$ cat config.mk
export PLATFORM = sky130hd
export DESIGN_NAME = posit_to_fir
export DESIGN_NICKNAME = d
export VERILOG_FILES = /design/src/rtl/posit_to_fir_pkg.sv /design/src/rtl/posit_to_fir_dec.sv /design/src/rtl/posit_to_fir.sv
export SDC_FILE = /design/constraint.sdc
export NUM_CORES = 1
export LEC_CHECK = 0
export ABC_AREA = 1
export ABC_CLOCK_PERIOD_IN_PS = 2600
export CORE_ASPECT_RATIO = 0.75
export CORE_MARGIN = 4
export CORE_UTILIZATION = 50
export CTS_CLUSTER_DIAMETER = 150
export DETAILED_ROUTE_END_ITERATION = 12
export PLACE_DENSITY = 0.71
export SLEW_MARGIN = 20
export SYNTH_ARGS = -nofsm -noshare
export SYNTH_HDL_FRONTEND = slang
export SYNTH_SLANG_ARGS = --single-unit
$ cat constraint.sdc
create_clock -name clk -period 2.6 [get_ports clk]
set_input_delay 0.39 -clock clk [delete_from_list [all_inputs] [get_ports clk]]
set_output_delay 0.39 -clock clk [all_outputs]
set_load 0.01 [all_outputs]
$ cat src/rtl/posit_to_fir_pkg.sv
// Shared types and width helpers for the posit unpacker and the PPU datapath.
// fir_t below is sized for the default 8-bit, ES=0 posit configuration.
package posit_to_fir_pkg;

  function automatic int te_w(input int n, input int es);
    return $clog2(n) + es + 2;
  endfunction

  function automatic int frac_w(input int n);
    return n;
  endfunction

  // Two's complement, widest supported posit is 32 bits.
  function automatic logic [31:0] c2(input logic [31:0] x);
    return ~x + 32'd1;
  endfunction

  localparam int FIR_N      = 8;
  localparam int FIR_ES     = 0;
  localparam int FIR_TE_W   = te_w(FIR_N, FIR_ES);
  localparam int FIR_FRAC_W = frac_w(FIR_N);

  typedef struct packed {
    logic                        sign;
    logic signed [FIR_TE_W-1:0]  te;
    logic [FIR_FRAC_W-1:0]       frac;
  } fir_t;

endpackage

$ cat src/rtl/posit_to_fir_dec.sv
// Combinational posit field decoder: sign, specials, regime k, exponent,
// regime length (run plus terminator) and the magnitude word.
module posit_to_fir_dec
  import posit_to_fir_pkg::*;
#(
  parameter int N     = 8,
  parameter int ES    = 0,
  parameter int S     = $clog2(N),
  parameter int EXP_W = (ES > 0) ? ES : 1
) (
  input  logic [N-1:0]     i_bits,
  output logic             o_sign,
  output logic             o_is_zero,
  output logic             o_is_nar,
  output logic signed [S:0] o_k,
  output logic [EXP_W-1:0] o_exp,
  output logic [S-1:0]     o_reg_len,
  output logic [N-1:0]     o_mant
);

  logic [N-1:0] w_abs;
  logic         w_r0;
  logic         w_term;
  int           w_run;

  always_comb begin
    w_abs  = i_bits[N-1] ? N'(c2(32'(i_bits))) : i_bits;
    w_r0   = w_abs[N-2];
    w_run  = 0;
    w_term = 1'b0;
    for (int i = N - 2; i >= 0; i--) begin
      if (!w_term) begin
        if (w_abs[i] == w_r0) w_run = w_run + 1;
        else                  w_term = 1'b1;
      end
    end
  end

  assign o_sign    = i_bits[N-1];
  assign o_is_zero = (i_bits == '0);
  assign o_is_nar  = (i_bits == {1'b1, {(N-1){1'b0}}});
  assign o_k       = w_r0 ? (S+1)'(w_run - 1) : (S+1)'(-w_run);
  // A run reaching bit 0 has no terminator, so its length is already N-1.
  assign o_reg_len = w_term ? S'(w_run + 1) : S'(w_run);
  assign o_mant    = w_abs;

  if (ES > 0) begin : g_exp
    logic [N-1:0] w_after_reg;
    assign w_after_reg = w_abs << (int'(o_reg_len) + 1);
    assign o_exp       = EXP_W'(w_after_reg >> (N - ES));
  end else begin : g_noexp
    assign o_exp = '0;
  end

endmodule

$ cat src/rtl/posit_to_fir.sv
// Two-stage posit-to-FIR unpacker: s1 registers decoder fields, s2 registers
// the normalised FIR. Valid/ready on both sides, full throughput.
module posit_to_fir
  import posit_to_fir_pkg::*;
#(
  parameter int N      = 8,
  parameter int ES     = 0,
  parameter int S      = $clog2(N),
  parameter int TE_W   = te_w(N, ES),
  parameter int FRAC_W = frac_w(N)
) (
  input  logic              clk,
  input  logic              rst,
  input  logic              in_valid,
  output logic              in_ready,
  input  logic [N-1:0]      in_bits,
  output logic              out_valid,
  input  logic              out_ready,
  output logic              out_sign,
  output logic [TE_W-1:0]   out_te,
  output logic [FRAC_W-1:0] out_frac,
  output logic              out_is_zero,
  output logic              out_is_nar
);

  localparam int EXP_W = (ES > 0) ? ES : 1;

  typedef struct packed {
    logic                    sign;
    logic signed [TE_W-1:0]  te;
    logic [FRAC_W-1:0]       frac;
    logic                    is_zero;
    logic                    is_nar;
  } fir_flags_t;

  logic              w_dec_sign, w_dec_zero, w_dec_nar;
  logic signed [S:0] w_dec_k;
  logic [EXP_W-1:0]  w_dec_exp;
  logic [S-1:0]      w_dec_reg_len;
  logic [N-1:0]      w_dec_mant;

  posit_to_fir_dec #(.N(N), .ES(ES), .S(S), .EXP_W(EXP_W)) u_dec (
    .i_bits    (in_bits),
    .o_sign    (w_dec_sign),
    .o_is_zero (w_dec_zero),
    .o_is_nar  (w_dec_nar),
    .o_k       (w_dec_k),
    .o_exp     (w_dec_exp),
    .o_reg_len (w_dec_reg_len),
    .o_mant    (w_dec_mant)
  );

  logic              r_vld_p1, r_sign_p1, r_zero_p1, r_nar_p1;
  logic signed [S:0] r_k_p1;
  logic [EXP_W-1:0]  r_exp_p1;
  logic [S-1:0]      r_reg_len_p1;
  logic [N-1:0]      r_mant_p1;
  logic              r_vld_p2;
  fir_flags_t        r_fir_p2;

  logic w_adv2, w_load1;

  assign w_adv2   = r_vld_p1 && (!r_vld_p2 || out_ready);
  assign in_ready = !r_vld_p1 || w_adv2;
  assign w_load1  = in_valid && in_ready;

  // ---- stage 1 -> stage 2 boundary: normalise fraction, form total exponent
  int                     w_shamt;
  logic [N-1:0]           w_shifted, w_frac_n;
  logic [FRAC_W-1:0]      w_frac;
  logic signed [TE_W-1:0] w_te;
  fir_flags_t             w_fir;

  if (FRAC_W >= N) begin : g_frac_pad
    assign w_frac = FRAC_W'(w_frac_n) << (FRAC_W - N);
  end else begin : g_frac_cut
    assign w_frac = w_frac_n[N-1 -: FRAC_W];
  end

  always_comb begin
    w_shamt   = int'(r_reg_len_p1) + ES + 1;
    w_shifted = (w_shamt >= N) ? '0 : (r_mant_p1 << w_shamt);
    w_frac_n  = {1'b1, {(N-1){1'b0}}} | (w_shifted >> 1);
    w_te      = (TE_W'(r_k_p1) <<< ES) + $signed(TE_W'(r_exp_p1));
    w_fir         = '0;
    w_fir.sign    = r_sign_p1;
    w_fir.te      = w_te;
    w_fir.frac    = w_frac;
    if (r_zero_p1) begin
      w_fir         = '0;
      w_fir.is_zero = 1'b1;
    end else if (r_nar_p1) begin
      w_fir        = '0;
      w_fir.sign   = 1'b1;
      w_fir.is_nar = 1'b1;
    end
  end

  always_ff @(posedge clk) begin
    if (rst) begin
      r_vld_p1     <= 1'b0;
      r_sign_p1    <= 1'b0;
      r_zero_p1    <= 1'b0;
      r_nar_p1     <= 1'b0;
      r_k_p1       <= '0;
      r_exp_p1     <= '0;
      r_reg_len_p1 <= '0;
      r_mant_p1    <= '0;
      r_vld_p2     <= 1'b0;
      r_fir_p2     <= '0;
    end else begin
      r_vld_p1 <= w_load1 || (r_vld_p1 && !w_adv2);
      if (w_load1) begin
        r_sign_p1    <= w_dec_sign;
        r_zero_p1    <= w_dec_zero;
        r_nar_p1     <= w_dec_nar;
        r_k_p1       <= w_dec_k;
        r_exp_p1     <= w_dec_exp;
        r_reg_len_p1 <= w_dec_reg_len;
        r_mant_p1    <= w_dec_mant;
      end
      r_vld_p2 <= w_adv2 || (r_vld_p2 && !out_ready);
      if (w_adv2) r_fir_p2 <= w_fir;
    end
  end

  // ---- stage 2 outputs
  assign out_valid   = r_vld_p2;
  assign out_sign    = r_fir_p2.sign;
  assign out_te      = r_fir_p2.te;
  assign out_frac    = r_fir_p2.frac;
  assign out_is_zero = r_fir_p2.is_zero;
  assign out_is_nar  = r_fir_p2.is_nar;

endmodule

==> results.yml, run 1 <==
yosys:
  syn_avg_cell_area_sq_um: 6.95
  syn_inst: 288
  synth_fp_nets: 304
  netlist_area_sq_um: 2000
  ys_warn_count: 0
  ys_types: 34
  synth_seq_area_share_pct: 35.0
  ys_ff_latch: 35
global_routing:
  antenna_found_initial: 0
  grt_pass1_wl_mm: 8.11
  grt_pass1_vias: 1840
  grtUsageTotal_pct: 19.9
  grt_max_degree: 21
  grt_overflow_total: 0
floorplan:
  core_area_sq_um: 3760
  start_util_pct: 53.3
  ios: 30
  rows: 19
  chipHeight_microns: 62.8
  die_w_microns: 81.1
  dieArea_sq_um: 5090
detailed_routing:
  first_iter_violations: 81
  post_drt_via_cell_ratio: 4.97
  vias: 1982
  wirelength_mm: 4.72
  drt_pass1_iterations: 4
  post_drt_wl_per_cell_microns: 11.8
  drc: 0
  ant_nets: 0
cts:
  post-cts-setup-buffer-count: 0
  numCtsBuffers: 5
  cts_buffer_depth: 2
  clk_transition_reported_paths_ns: 0.07
  clkSinkCount: 35
  cts_tree: "done"
  h-tree-depth: 2
  insertion_delay_ns: 0.28
  cts-root-buf: "clkbuf_8"
pwr:
  seq_power_share_pct: 42.3
  powerDensity_nw_per_um2: 521
  p_int_uw: 961
  switching_share_pct: 31.6
  power_frac_clock_pct: 26.3
  p_comb_share_pct: 31.4
  switching_power_uw: 445
  p_leak_uw: 0.00124
  vdd_drop_max_mv: 0.383
setup_path:
  crit_type: "in2reg"
  rr_endpoint: "out_frac[3]$_SDFFE_PP0P_"
  end_kind: "flip-flop"
  cpPeakStageDelay_ns: 0.25
  worst_path_dominant_cell_family: "simple AND/OR/NAND/NOR gates"
  cp_cell_sequence: "dlygate4sd2_1 > inv_2 > ha_4 > nand3_2 > nand2_2 > nand2_2 > buf_4 > nand3_1 > nand2_2 > nor2_8 > nand3b_1 > nand2_1 > inv_1 > ha_1 > xnor2_1 > inv_1 > a21oi_2 > o21ai_1 > nand2_1 > inv_1"
  ff2ff_path_depth: 9
  startpoint_type: "input port"
  worstPathArrival_ns: 2.51
  critPathSlowestCell: "dlygate4sd2_1"
  critPathLaunch: "in_bits[0]"
  critPathMaxFanout: 5
  path_buf_inv: 6
  r2r_start: "out_valid$_SDFF_PP0_"
  ff2ff_setup_slack_ns: 0.88
  cp.required_ns: 2.78
finish:
  drive_above_1_share_pct: 21.0
  insertedDiodeCount: 0
  nets: 362
  fin_cells: 399
  fin_util_pct: 71.9
  final_common_cell: "nand2_1"
  nFillCells: 332
  fin_area_sq_um: 2700
  final_cell_mix: "nand2_1, dfxtp_1, inv_1, buf_4, a21oi_1"
  synthToLayoutAreaGrowth_pct: 34.8
timing:
  slew_headroom_pct: 64.0
  timing_hold_violations_final: 0
  post-route-period-util_pct: 89.9
  slew_violations: 0
  finalSetupViolations: 0
  worstMarginPinSlew_ns: 0.539
  layout_min_cycle_time_ns: 2.34
  max_clock_freq_mhz: 428
  finalClockSkew_ns: 0.00563
  rsz0062_at_grt: "no"
placement:
  dp_cells: 391
  dp_hpwl_mm: 3.72
  io_buffers: 29
  place_area_sq_um: 2550
  globalplace.congestion: 0.864
min_path:
  min_path_type: "reg2reg"
  min_from: "out_frac[6]$_SDFFE_PP0P_"
  min_to: "out_frac[6]$_SDFFE_PP0P_"
  holdPathStages: 2
run_status:
  status: "finished, final reports clean"
job:
  maxCapViolations: 0
[cells by family (layout without fill, tap and decap cells)]
| kind of cell | count (synthesis) | in the layout | synth area share (%) |
|---|---|---|---|
| muxes | 3 | 3 | 1.50 |
| xor gates and xnor gates | 5 | 5 | 3.13 |
| and+or+nand+nor | 132 | 132 | 30.7 |
| buffers and inverters | 51 | 110 | 11.4 |
| adders and majority gates | 4 | 4 | 2.50 |
| AOI/OAI and AO/OA | 58 | 58 | 15.8 |
| DFF | 35 | 35 | 35.0 |
[layout make-up]
class | instances | area (sq um) | area share (%)
multi-input cells | 202 | 1130 | 42.0
repair buffers | 64 | 576 | 21.3
clock buffers | 7 | 76.3 | 2.83
inverters | 38 | 144 | 5.33
clock inverters | 1 | 5.00 | 0.185
well taps | 52 | 65.1 | 2.41
flip-flops and latches | 35 | 701 | 26.0
[worst min-delay path: cells and delay by family (launching register included)]
kind	cells	cell delay, ns
flip-flops	1	0.31
AND/OR/NAND/NOR	1	0.06
AO/OA/AOI/OAI	1	0.05
[cells in the mapped netlist (all sizes together)]
cell type / count / area (sq um)
nand3: 26 / 158
o21ai: 20 / 100
o211ai: 5 / 37.5
nand2: 73 / 292
buf: 6 / 47.6
dfxtp: 35 / 701
a211oi: 2 / 15.0
nand3b: 2 / 15.0
inv: 37 / 139
clkbuf: 7 / 36.3
ha: 4 / 50.1
a31oi: 1 / 6.26
or2: 2 / 12.5
clkinv: 1 / 5.00
a21oi: 29 / 149
nor4: 1 / 6.26
xor2: 3 / 45.1
xnor2: 2 / 17.5
nor2: 26 / 121
a32oi: 1 / 8.76
mux2i: 3 / 30.0
nor3: 2 / 10.0
[worst max path at each step]
stage                                         to  slack [ns]  depth (start not counted)
final                     r_k_p1[2]$_SDFFE_PP0P_        0.26                         20
after global routing      r_k_p1[2]$_SDFFE_PP0P_        0.09                         20
after CTS                 r_k_p1[2]$_SDFFE_PP0P_        0.03                         19
after detailed placement  r_k_p1[2]$_SDFFE_PP0P_       -0.39                         18
after global placement    r_k_p1[1]$_SDFFE_PP0P_       -0.35                         16
after floorplan           r_k_p1[2]$_SDFFE_PP0P_        0.22                         19
[power groups by stage]
stage | registers [uW] | logic [uW] | clock network, uW
2_1_floorplan | 608 | 267 | 0
4_1_cts | 594 | 435 | 379
3_5_place_dp | 606 | 427 | 0
3_3_place_gp | 606 | 419 | 0
6_report | 594 | 442 | 370
5_1_grt | 599 | 493 | 404
[what timing repair did]
action	CTS	global route
gates resized for setup	11	11
setup endpoints to repair	3	4
pin swaps	4	7
hold buffers	0	0
[state kept, by name, indices dropped and copies added, names as in the netlist, 3 cells and up]
register,flops
r_reg_len_p1,3
r_k_p1,4
out_te,4
out_frac,8
r_mant_p1,8
[stage by stage]
step	setup slack [ns]	power, uW	setup TNS, ns	hold slack [ns]
2_1_floorplan	0.221	875	0	0.439
3_3_place_gp	-0.347	1020	-1.18	0.453
3_5_place_dp	-0.393	1030	-1.33	0.455
4_1_cts	0.0322	1410	0	0.463
5_1_grt	0.0938	1500	0	0.487
6_report	0.263	1410	0	0.463
[metal layers]
metal	part of all wire, %	vias up	track usage, %
li1	-	1041	-
met1	53	910	30.8
met2	42	26	27.9
met3	3.9	5	3.89
met4	0.59	0	4.43
met5	0	-	0
(Power assumes the default switching activity.)
==> run 2, diff against run 1 <==
--- a/config.mk
+++ b/config.mk
@@ -13,6 +13,8 @@
 export CTS_CLUSTER_DIAMETER = 150
 export DETAILED_ROUTE_END_ITERATION = 12
 export PLACE_DENSITY = 0.71
+export RECOVER_POWER = 50
+export REMOVE_ABC_BUFFERS = 1
 export SLEW_MARGIN = 20
 export SYNTH_ARGS = -nofsm -noshare
 export SYNTH_HDL_FRONTEND = slang
==> run 2 against run 1 <==
Effect of this change: clock power rose by 14%; via count up 1.5%; total power rose by 3.5%; register-to-register slack lost 0.02 ns; setup slack got worse by 0.049 ns; routed wire length rose by 2.8%; worst hold slack worse by 0.0034 ns; cell area grew 0.42%; critical path depth decreased by 5; clock skew about the same; first-iteration DRC count increased by 57%; critical endpoint is now r_reg_len_p1[2]$_SDFFE_PP0P_.
==> results.yml, run 2 (synthesized netlist as in run 1, its figures left out) <==
run_status:
  status: "finished, final reports clean"
cts:
  cts-root-buf: "clkbuf_8"
  cts_buffer_depth: 2
  clkSinkCount: 35
  cts_tree: "done"
  insertion_delay_ns: 0.28
  cts_hold_buffers: 0
  numCtsBuffers: 5
  h-tree-depth: 2
  clk_transition_reported_paths_ns: 0.07
placement:
  io_buffers: 29
  place_ws_ns: -0.398
  globalplace.congestion: 0.929
  dp_hpwl_mm: 3.61
  dp_cells: 389
pwr:
  p_leak_uw: 0.00132
  vdd_drop_max_mv: 0.382
  totalPowerFinal_uw: 1460
  powerDensity_nw_per_um2: 537
floorplan:
  chipHeight_microns: 62.8
  rows: 19
  ios: 30
  dieArea_sq_um: 5090
  start_util_pct: 53.3
  core_area_sq_um: 3760
  die_w_microns: 81.1
timing:
  post-route-period-util_pct: 91.8
  max_clock_freq_mhz: 419
  finalClockSkew_ns: 0.00527
  timing_hold_violations_final: 0
  slew_headroom_pct: 55.3
  worstMarginPinSlew_ns: 0.670
  finalSetupViolations: 0
  layout_min_cycle_time_ns: 2.39
  slew_violations: 0
  setup_ws_ns: 0.214
  rsz0062_at_grt: "no"
  finalSetupTns_ns: 0
finish:
  nets: 364
  drive_above_1_share_pct: 20.9
  final_common_cell: "nand2_1"
  final_cell_mix: "nand2_1, dfxtp_1, inv_1"
  fin_cells: 401
  insertedDiodeCount: 0
  synthToLayoutAreaGrowth_pct: 35.4
detailed_routing:
  first_iter_violations: 127
  drc: 0
  vias: 2011
  wirelength_mm: 4.85
  post_drt_via_cell_ratio: 5.01
  post_drt_wl_per_cell_microns: 12.1
  drt_pass1_iterations: 4
  ant_nets: 0
min_path:
  min_path_type: "reg2reg"
setup_path:
  critPathMaxFanout: 7
  startpoint_type: "input port"
  cp.required_ns: 2.83
  crit_type: "in2reg"
  worstPathArrival_ns: 2.61
  end_kind: "flip-flop"
global_routing:
  grt_overflow_total: 0
  grt_pass1_vias: 1913
  grt_max_degree: 21
  antenna_found_initial: 0
  grtUsageTotal_pct: 20.7
  grt_pass1_wl_mm: 8.43
job:
  maxCapViolations: 0
run 2: layout make-up:
class / count / area (sq um)
repair buffers: 66 / 582
multi-input cells: 202 / 1120
inverters: 38 / 144
fillers: 337 / 1050
well taps: 52 / 65.1
clock buffers: 8 / 100
flip-flops and latches: 35 / 701
run 2: through the flow:
stage	instance area (sq um)	utilization, %	hold slack, ns
final	2710	72.2	0.459
after global routing	2710	72.2	0.476
after CTS	2640	70.3	0.458
after detailed placement	2520	67.1	0.450
after global placement	2520	67.1	0.450
after floorplan	1920	-	0.433
run 2: what timing repair did:
action,4_1_cts,5_1_grt
endpoints found under the setup margin,3,4
pin swaps,4,9
gates resized for setup,5,19
gates cloned,0,1
buffers inserted,0,3
run 2: critical path: stages:
cell             delay, ns
clkdlybuf4s50_1       0.52
inv_1                 0.08
nand2_2               0.11
nand2_4               0.09
buf_4                 0.14
xor2_1                0.18
nand3b_1              0.15
nand2_1               0.08
buf_4                 0.13
buf_4                 0.12
ha_1                  0.20
nand3b_1              0.17
nand3_1               0.11
nor2_1                0.05
nor2_1                0.10
run 2: per-layer routing:
metal  part of all wire [%]  vias to the layer above  GRT usage [%]
met3                    3.7                        6           5.33
met4                   0.78                        0           4.01
li1                       -                     1051              -
met5                      0                        -              0
met2                     44                       28           31.1
met1                     52                      926           29.7
run 2: power by group:
| part | switching, uW | total (uW) | internal [uW] |
|---|---|---|---|
| registers | 20.1 | 594 | 573 |
| clock network | 182 | 423 | 241 |
| logic | 243 | 439 | 196 |
run 2: worst paths after layout:
| check | from | end | slack (ns) | cells after the start |
|---|---|---|---|---|
| worst min-delay path | out_frac[5]$_SDFFE_PP0P_ | out_frac[5]$_SDFFE_PP0P_ | 0.46 | 2 |
| worst max register to register | out_valid$_SDFF_PP0_ | out_frac[3]$_SDFFE_PP0P_ | 0.86 | 9 |
| worst min register to register | out_frac[5]$_SDFFE_PP0P_ | out_frac[5]$_SDFFE_PP0P_ | 0.46 | 2 |
| worst max-delay path | in_bits[6] | r_reg_len_p1[2]$_SDFFE_PP0P_ | 0.21 | 15 |
